$ cat src/rtl/alu_iter_if.sv
// alu_iter_if: request/result handshake bundle for alu_iter
// Ports: in_valid/in_ready/alu_cntrl/src1/src2 request, out_valid/out_ready/result/illegal response, flush abort.
// master drives requests and consumes results; slave is the ALU.
interface alu_iter_if #(
  parameter int XLEN = 32
);
  logic in_valid;
  logic in_ready;
  logic [5:0] alu_cntrl;
  logic [XLEN-1:0] src1;
  logic [XLEN-1:0] src2;
  logic flush;
  logic out_valid;
  logic out_ready;
  logic [XLEN-1:0] result;
  logic illegal;
  modport master (
    output in_valid, alu_cntrl, src1, src2, flush, out_ready,
    input in_ready, out_valid, result, illegal
  );
  modport slave (
    input in_valid, alu_cntrl, src1, src2, flush, out_ready,
    output in_ready, out_valid, result, illegal
  );
endinterface

$ cat src/rtl/alu_iter.sv
// alu_iter: integer ALU with single-cycle ops and optional iterative multiply/divide
// Ports: clk; rst_n (async active-low); bus (alu_iter_if.slave) carrying the in_valid/in_ready request
// with alu_cntrl/src1/src2, the out_valid/out_ready response with result/illegal, and flush.
// Define ALU_MULDIV_EN to build codes 0x12-0x19 (shift-add multiply, restoring divide); otherwise they are illegal.
module alu_iter #(
  parameter int XLEN = 32,
  parameter int SHW = $clog2(XLEN)
) (
  input logic clk,
  input logic rst_n,
  alu_iter_if.slave bus
);
  typedef enum logic [1:0] {IDLE, BUSY, DONE} state_t;
  state_t state, state_n;
  logic [SHW-1:0] cnt;
  logic [SHW-1:0] sh;
  logic [XLEN-1:0] a, b, fast_res, res_q;
  logic [5:0] op;
  logic fast_ill, iter, ill_q, accept, last;
  assign a = bus.src1;
  assign b = bus.src2;
  assign op = bus.alu_cntrl;
  assign sh = b[SHW-1:0];
  assign accept = state == IDLE && bus.in_valid && !bus.flush;
  assign last = cnt == SHW'(XLEN - 1);
  assign bus.in_ready = state == IDLE;
  assign bus.out_valid = state == DONE;
  assign bus.result = res_q;
  assign bus.illegal = ill_q;
`ifdef ALU_MULDIV_EN
  logic sgn, ovf;
  assign sgn = !op[0];
  assign ovf = sgn && a == {1'b1, {(XLEN-1){1'b0}}} && b == '1;
`endif
  always_comb begin
    fast_res = '0;
    fast_ill = 1'b0;
    iter = 1'b0;
    case (op)
      6'h00: fast_res = a + b;
      6'h01: fast_res = a - b;
      6'h02: fast_res = a << sh;
      6'h03: fast_res = {{(XLEN-1){1'b0}}, $signed(a) < $signed(b)};
      6'h04: fast_res = {{(XLEN-1){1'b0}}, a < b};
      6'h05: fast_res = a ^ b;
      6'h06: fast_res = a >> sh;
      6'h07: fast_res = $signed(a) >>> sh;
      6'h08: fast_res = a | b;
      6'h09: fast_res = a & b;
      6'h11: fast_res = b;
`ifdef ALU_MULDIV_EN
      6'h12, 6'h13, 6'h14, 6'h15: iter = 1'b1;
      6'h16, 6'h17, 6'h18, 6'h19:
        if (b == '0) fast_res = op[3] ? a : '1;
        else if (ovf) fast_res = op[3] ? '0 : a;
        else iter = 1'b1;
`endif
      default: fast_ill = 1'b1;
    endcase
  end
  always_ff @(posedge clk or negedge rst_n)
    if (!rst_n) state <= IDLE;
    else state <= state_n;
  // flush overrides every transition, including a same-cycle acceptance
  always_comb begin
    state_n = state;
    case (state)
      IDLE: if (bus.in_valid) state_n = iter ? BUSY : DONE;
      BUSY: if (last) state_n = DONE;
      DONE: if (bus.out_ready) state_n = IDLE;
      default: state_n = IDLE;
    endcase
    if (bus.flush) state_n = IDLE;
  end
  always_ff @(posedge clk or negedge rst_n)
    if (!rst_n) cnt <= '0;
    else cnt <= state == BUSY && !bus.flush && !last ? cnt + 1'b1 : '0;
`ifdef ALU_MULDIV_EN
  // Both engines run on magnitudes; signs are reapplied on the final BUSY cycle.
  // acc = product high half / partial remainder, lo = multiplier / dividend-then-quotient, opd = multiplicand / divisor.
  logic [XLEN-1:0] acc, lo, opd, acc_n, lo_n, ma, mb, iter_res;
  logic [XLEN:0] mul_sum, r_sh, diff;
  logic [2*XLEN-1:0] prod;
  logic [5:0] op_q;
  logic is_div, div_q, na, nb, neg_q, neg_r;
  assign is_div = op >= 6'h16;
  assign na = a[XLEN-1] && (is_div ? sgn : op == 6'h13 || op == 6'h14);
  assign nb = b[XLEN-1] && (is_div ? sgn : op == 6'h13);
  assign ma = na ? -a : a;
  assign mb = nb ? -b : b;
  assign div_q = op_q >= 6'h16;
  assign mul_sum = {1'b0, acc} + {1'b0, opd & {XLEN{lo[0]}}};
  assign r_sh = {acc, lo[XLEN-1]};
  assign diff = r_sh - {1'b0, opd};
  assign acc_n = div_q ? (diff[XLEN] ? r_sh[XLEN-1:0] : diff[XLEN-1:0]) : mul_sum[XLEN:1];
  assign lo_n = div_q ? {lo[XLEN-2:0], !diff[XLEN]} : {mul_sum[0], lo[XLEN-1:1]};
  assign prod = neg_q ? -{acc_n, lo_n} : {acc_n, lo_n};
  assign iter_res = !div_q ? (op_q == 6'h12 ? prod[XLEN-1:0] : prod[2*XLEN-1:XLEN])
                  : op_q[3] ? (neg_r ? -acc_n : acc_n) : (neg_q ? -lo_n : lo_n);
  always_ff @(posedge clk or negedge rst_n)
    if (!rst_n) begin
      acc <= '0;
      lo <= '0;
      opd <= '0;
      op_q <= '0;
      neg_q <= 1'b0;
      neg_r <= 1'b0;
    end else if (accept && iter) begin
      acc <= '0;
      lo <= is_div ? ma : mb;
      opd <= is_div ? mb : ma;
      op_q <= op;
      neg_q <= na ^ nb;
      neg_r <= na;
    end else if (state == BUSY) begin
      acc <= acc_n;
      lo <= lo_n;
    end
`endif
  always_ff @(posedge clk or negedge rst_n)
    if (!rst_n) begin
      res_q <= '0;
      ill_q <= 1'b0;
    end else if (accept) begin
      res_q <= fast_res;
      ill_q <= fast_ill;
    end
`ifdef ALU_MULDIV_EN
    else if (state == BUSY && last && !bus.flush) res_q <= iter_res;
`endif
endmodule

$ cat src/flat_wrapper.sv
// flat-port wrapper written by rule: the top's interface ports become plain ports
module alu_iter_flat 
#(
  parameter int XLEN = 32,
  parameter int SHW = $clog2(XLEN)
)
  (clk, rst_n, bus_in_valid, bus_alu_cntrl, bus_src1, bus_src2, bus_flush, bus_out_ready, bus_in_ready, bus_out_valid, bus_result, bus_illegal);
  alu_iter_if #(.XLEN(XLEN)) bus_i ();
  input logic clk;
  input logic rst_n;
  input wire logic [$bits(bus_i.in_valid)-1:0] bus_in_valid;
  input wire logic [$bits(bus_i.alu_cntrl)-1:0] bus_alu_cntrl;
  input wire logic [$bits(bus_i.src1)-1:0] bus_src1;
  input wire logic [$bits(bus_i.src2)-1:0] bus_src2;
  input wire logic [$bits(bus_i.flush)-1:0] bus_flush;
  input wire logic [$bits(bus_i.out_ready)-1:0] bus_out_ready;
  output wire logic [$bits(bus_i.in_ready)-1:0] bus_in_ready;
  output wire logic [$bits(bus_i.out_valid)-1:0] bus_out_valid;
  output wire logic [$bits(bus_i.result)-1:0] bus_result;
  output wire logic [$bits(bus_i.illegal)-1:0] bus_illegal;
  assign bus_i.in_valid = bus_in_valid;
  assign bus_i.alu_cntrl = bus_alu_cntrl;
  assign bus_i.src1 = bus_src1;
  assign bus_i.src2 = bus_src2;
  assign bus_i.flush = bus_flush;
  assign bus_i.out_ready = bus_out_ready;
  assign bus_in_ready = bus_i.in_ready;
  assign bus_out_valid = bus_i.out_valid;
  assign bus_result = bus_i.result;
  assign bus_illegal = bus_i.illegal;
  alu_iter #(.XLEN(XLEN), .SHW(SHW)) u_core (.clk(clk), .rst_n(rst_n), .bus(bus_i));
endmodule
$ cat config.mk
export PLATFORM = sky130hd
export DESIGN_NAME = alu_iter_flat
export DESIGN_NICKNAME = d
export VERILOG_FILES = /design/src/rtl/alu_iter_if.sv /design/src/rtl/alu_iter.sv /design/src/flat_wrapper.sv
export SDC_FILE = /design/constraint.sdc
export NUM_CORES = 1
export LEC_CHECK = 0
export ABC_CLOCK_PERIOD_IN_PS = 4900
export BUFFER_PORTS_ARGS = -buffer_cell sky130_fd_sc_hd__clkbuf_2
export CAP_MARGIN = 40
export CORE_MARGIN = 5
export CORE_UTILIZATION = 40
export DETAILED_ROUTE_END_ITERATION = 7
export SETUP_SLACK_MARGIN = 0.05
export SLEW_MARGIN = 10
export SYNTH_ARGS = -nofsm -noshare
export SYNTH_HDL_FRONTEND = slang
export SYNTH_SLANG_ARGS = --single-unit
$ cat constraint.sdc
create_clock -name clk -period 4.9 [get_ports clk]
set_input_delay 0.735 -clock clk [delete_from_list [all_inputs] [get_ports clk]]
set_output_delay 0.735 -clock clk [all_outputs]
set_load 0.1 [all_outputs]
Word-level counts from Yosys, hierarchy flattened
Index checks and enable logic that the tools add are counted.
- register bits after elaboration: 40
- output and inout bits: 35
- word-level logic and storage cells: 49
- bitwise gates (word level): 3
- order comparisons: 2
- shift-type cells: 3
- equality and inequality tests: 16
- multiplexer cells: 8
- add/subtract/negate cells: 3
- reduce and logical (&&, ||, !) cells: 10
- operators by type and width (operator ; count):
    $pmux W32 S11 ; 1
    $lt A32 B32 Y1 ; 2
    $add A32 B32 Y32 ; 1
    $and A32 B32 Y32 ; 1
    $or A32 B32 Y32 ; 1
    $shl A32 B5 Y32 ; 1
    $shr A32 B5 Y32 ; 1
    $sshr A32 B5 Y32 ; 1
    $sub A32 B32 Y32 ; 1
    $xor A32 B32 Y32 ; 1
    $eq A6 B3 Y1 const B ; 4
    $eq A6 B2 Y1 const B ; 2
    $eq A6 B4 Y1 const B ; 2
    $reduce_or A11 Y1 ; 1
    $mux W2 ; 4
    $eq A6 B1 Y1 const B ; 1
    $eq A6 B5 Y1 const B ; 1
    $logic_not A6 Y1 ; 1
    $ne A3 B3 Y1 const B ; 2
    $pmux W2 S3 ; 1
    $add A5 B1 Y5 const B ; 1
    $eq A5 B5 Y1 const B ; 1
    $mux W5 ; 1
    $logic_and A1 B1 Y1 ; 4
    other kinds (7) ; 8

Logic depth before layout (Yosys ltp)
- word-level depth: 4
- mapped depth: 15
- gate-level depth less buffers: 12

Worst setup path before layout
No wires, ideal clock.
- path type: input to register
- start: input bus_src2[2]
- end: register u_core.res_q[30] (netlist: u_core.bus.result[30])
- arrival time: 3.944 ns
- setup time: 0.126 ns
- path buffers: 3
- setup slack: 0.830 ns
- stages: 14
- cells stage by stage: inv_1 buf_2 buf_1 clkbuf_1 ha_1 o21bai_2 a2111oi_4 nor3_1 o31ai_2 a2111o_1 o21ai_2 a21o_1 nor3_1 o311a_1
- longest elaborated chain between the ends: 2
- elaborated cells on any way between the ends: 6
- those cells by class: 2 x add/sub; 3 x shift; 1 x mux
- RTL lines (what ; RTL line ; text):
    from (decl) ; flat_wrapper.sv:14 ; input wire logic [$bits(bus_i.src2)-1:0] bus_src2;
    $sub A32 B32 Y32 (tied with other cells) ; alu_iter.sv:41 ; 6'h01: fast_res = a - b;
    $pmux W32 S11 (*) ; alu_iter.sv:39 ; case (op)
    to (signal assigned) ; alu_iter.sv:125 ; res_q <= fast_res;
    to (decl) ; alu_iter.sv:17 ; logic [XLEN-1:0] a, b, fast_res, res_q;
Mark *: on every way between the ends. The rest lies on a longest branch, timed or not.
A chain may end at the register's enable or synchronous reset.

Final worst setup path
- start: input bus_src2[0]
- end: register u_core.res_q[6] (netlist: u_core.bus.result[6])
The elaborated chain is that of the path after synthesis.

==> run metrics <==
slew of the pin with the lowest slew margin=roughly 0.86 ns; worst min-delay path category=input pin to async pin; endpoint kind of the worst setup timing path=register; slowest library cell on the worst path=sky130_fd_sc_hd__a2111oi_0; proportion of synthesized chip area in sequential cells=under 10%; crit-path max cell delay=around 0.76 ns; share of cells above drive strength 1=17.3%; total wire length after detailed routing=between 50000 and 60000 um; row count=60; clock input transition at the sequential cells of the worst setup and hold paths=0.08 ns; count of antenna-violating nets left after detailed routing=0; largest buffer count on any clock path=2; Detailed Routing Iterations Pass 1=6; aggregate global-route resource usage=35.5%; core footprint=26900 um2; Final TNS setup=0 ns; Primary FF master, synth=sky130_fd_sc_hd__dfrtp_1; category of the most critical setup path=input pin to register; power density over cell area=approximately 160 nW/um2; GR Overflow Total=0; flops & latches, synth=34; number of clock buffers inserted by TritonCTS=5; Remaining DRCs=0; share of async-settable or async-resettable flops after synthesis=100%; antenna violations before repair=1; net count of the mapped netlist=1695; Peak Freq=~240 MHz; wire length of the first global-routing pass=83100 um; height of the chip=175 um; clk sink count=34; required arrival time at the worst endpoint=around 5.1 ns; initial DRC count=1962; portion of the clock cycle consumed by the worst path in the final layout=86.0%; H-Tree Depth=2; largest voltage drop on the vdd net=0.125 mV; Design Area, Final=about 12000 um2; critical path's top delay family=compound AO/OA/AOI/OAI gates; initial core utilization=just over 40%; setup bufs post-CTS=0; Ys Warns=0; tightest hold margin=between 0.3 and 0.4 ns; number of synthesized flops with an enable pin=0; mean instance size in the synthesized netlist=roughly 7.2 um2; top library cells by usage in the layout, fill and taps aside=sky130_fd_sc_hd__nor2_1, sky130_fd_sc_hd__nand2_1, sky130_fd_sc_hd__a21oi_1; routed via count=13300; routed len/inst=~30 um; number of buffer and inverter stages on the critical path=4; Die Width=175 um; post-route minimum period=4.21 ns; synth unique cells=104; number of hold buffers added after cts=0; critical path arrival=4.38 ns; dpl cells=1911; # setup viols final=0; Power, Total=1.94 mW; count of pins over their slew limit=0; via count of the first global-routing pass=between 10000 and 15000; largest net degree at the start of global routing=77; max cap viols=0; CTS Root Buffer Type=sky130_fd_sc_hd__clkbuf_16; count of placed standard cells in the final layout, fillers left out=1920; Syn-to-layout area delta=9.74%; worst setup skew after layout=around 0.017 ns; Final Wtd Congestion=1.05; DPL Wire Length=around 45000 um; status=finished, final reports clean; CTS-repair resized insts=0; endpoints failing hold=0; most frequent standard cell in the layout excluding fill and tap cells=sky130_fd_sc_hd__nor2_1; unrepaired setup endpoints after global routing=no; summed instance area of the synthesized netlist=~11000 um2; top-level I/O count=110; kind of launch point of the worst setup path=input pin; Nets=roughly 1800; worst-path fanout max=29; insertion delay to the later sink of the worst-skew pair=0.30 ns; number of port buffers=109; Leakage Power=5.17 nW; vias per inst=6.92; Post-DP Area=11800 um2; Max transition margin=~42%; CTS tree=yes; count of mapped cells out of synthesis=1518; cell-by-cell listing of the critical path=buf_2 -> buf_4 -> inv_2 -> ha_1 -> mux2i_1 -> nand2_1 -> o21ai_0 -> o311ai_0 -> a2111oi_0 -> buf_4 -> o21ai_0; area of the die=30500 um2
## path summary, 6_finish.rpt
kind | cells past startpoint | slack (ns) | from | to
worst max-delay path | 11 | 0.69 | bus_src2[0] | u_core.bus.result[6]
worst min-delay path | 1 | 0.33 | rst_n | u_core.bus.result[28]
worst max register to register | 9 | 1.85 | u_core.state[1] | u_core.bus.result[24]
worst min register to register | 2 | 0.48 | u_core.bus.result[2] | u_core.bus.result[2]
max in group asynchronous | 2 | 4.07 | rst_n | u_core.bus.result[17]
min in group clk | 2 | 0.48 | u_core.bus.result[2] | u_core.bus.result[2]
## cell type report
class / count / area (um2)
antenna: 1 / 2.50
clock buffer: 5 / 125
clock inverter: 2 / 15.0
fill: 2872 / 15000
inverter: 99 / 372
multi-input combinational: 1269 / 9120
sequential: 34 / 851
tap: 341 / 427
timing repair buffer: 169 / 1000
## kinds of logic (layout without fill, tap and decap cells)
kind of cell / count (synthesis) / count (layout) / share of synthesized area, %
AO/OA/AOI/OAI: 575 / 575 / 36.3
XOR/XNOR: 15 / 15 / 1.21
adder cells (fa/ha/maj): 102 / 102 / 11.9
buffers and inverters: 215 / 275 / 8.41
flip-flops: 34 / 34 / 7.84
multiplexers: 108 / 108 / 14.5
other: 0 / 1 / 0
AND/OR/NAND/NOR: 469 / 469 / 19.8
## report_power, final
part           switching, mW  internal [mW]
Combinational          0.892          0.402
Sequential            0.0105          0.292
Clock                  0.160          0.187
## per-layer routing
layer	wire, um	global-route usage, %
met5	36	0
met4	4050	19.5
met3	6230	7.83
met2	24300	52.8
met1	22600	47.7
## sequential cells by signal, summed over array words and instances (netlist names)
register / count
u_core.bus.result: 32
u_core.bus.illegal: 1
u_core.state: 1
## synthesized netlist by cell type (8+ instances only)
library cell                number  area share, %
sky130_fd_sc_hd__xnor2_1        14            1.1
sky130_fd_sc_hd__o21a_1          9           0.62
sky130_fd_sc_hd__nand4_1         9           0.52
sky130_fd_sc_hd__a21oi_1       148            6.8
sky130_fd_sc_hd__o22ai_1        13           0.75
sky130_fd_sc_hd__nand2_1       150            5.2
sky130_fd_sc_hd__nand2b_1       10           0.58
sky130_fd_sc_hd__and2_1          8           0.46
sky130_fd_sc_hd__inv_1          95            3.3
sky130_fd_sc_hd__o21bai_1       13           0.90
sky130_fd_sc_hd__mux2_2         18            1.9
sky130_fd_sc_hd__a2111oi_0      12           0.97
sky130_fd_sc_hd__a22oi_1        28            1.9
sky130_fd_sc_hd__dfrtp_1        34            7.8
sky130_fd_sc_hd__nor2b_1        11           0.63
sky130_fd_sc_hd__nor3_1         30            1.4
sky130_fd_sc_hd__o211ai_1       30            2.1
sky130_fd_sc_hd__nor2_1        160            5.5
sky130_fd_sc_hd__o221ai_1       18            1.5
sky130_fd_sc_hd__nor4_1         12           0.69
sky130_fd_sc_hd__or2_2           8           0.46
sky130_fd_sc_hd__buf_1          11           0.38
sky130_fd_sc_hd__buf_2          33            1.5
sky130_fd_sc_hd__a31oi_1        20            1.2
sky130_fd_sc_hd__nand3_1        36            1.7
sky130_fd_sc_hd__a21o_1         18            1.2
sky130_fd_sc_hd__a221oi_1       24            1.9
sky130_fd_sc_hd__o21ai_0       108            5.0
sky130_fd_sc_hd__or3_1           8           0.46
sky130_fd_sc_hd__a211oi_1       25            1.7
sky130_fd_sc_hd__o31ai_1        12           0.83
sky130_fd_sc_hd__ha_1          100             12
sky130_fd_sc_hd__mux4_2         31            6.4
sky130_fd_sc_hd__mux2i_1        49            4.5
sky130_fd_sc_hd__clkbuf_1       63            2.2
## per-stage QoR
stage | util [%] | worst slack (ns)
2_1_floorplan | - | 0.830
6_report | 44.3 | 0.687
5_1_grt | 44.3 | 0.654
3_3_place_gp | 43.6 | 0.455
4_1_cts | 44.3 | 0.857
3_5_place_dp | 43.8 | 0.578
No activity file was read; power rests on OpenSTA's default activity.
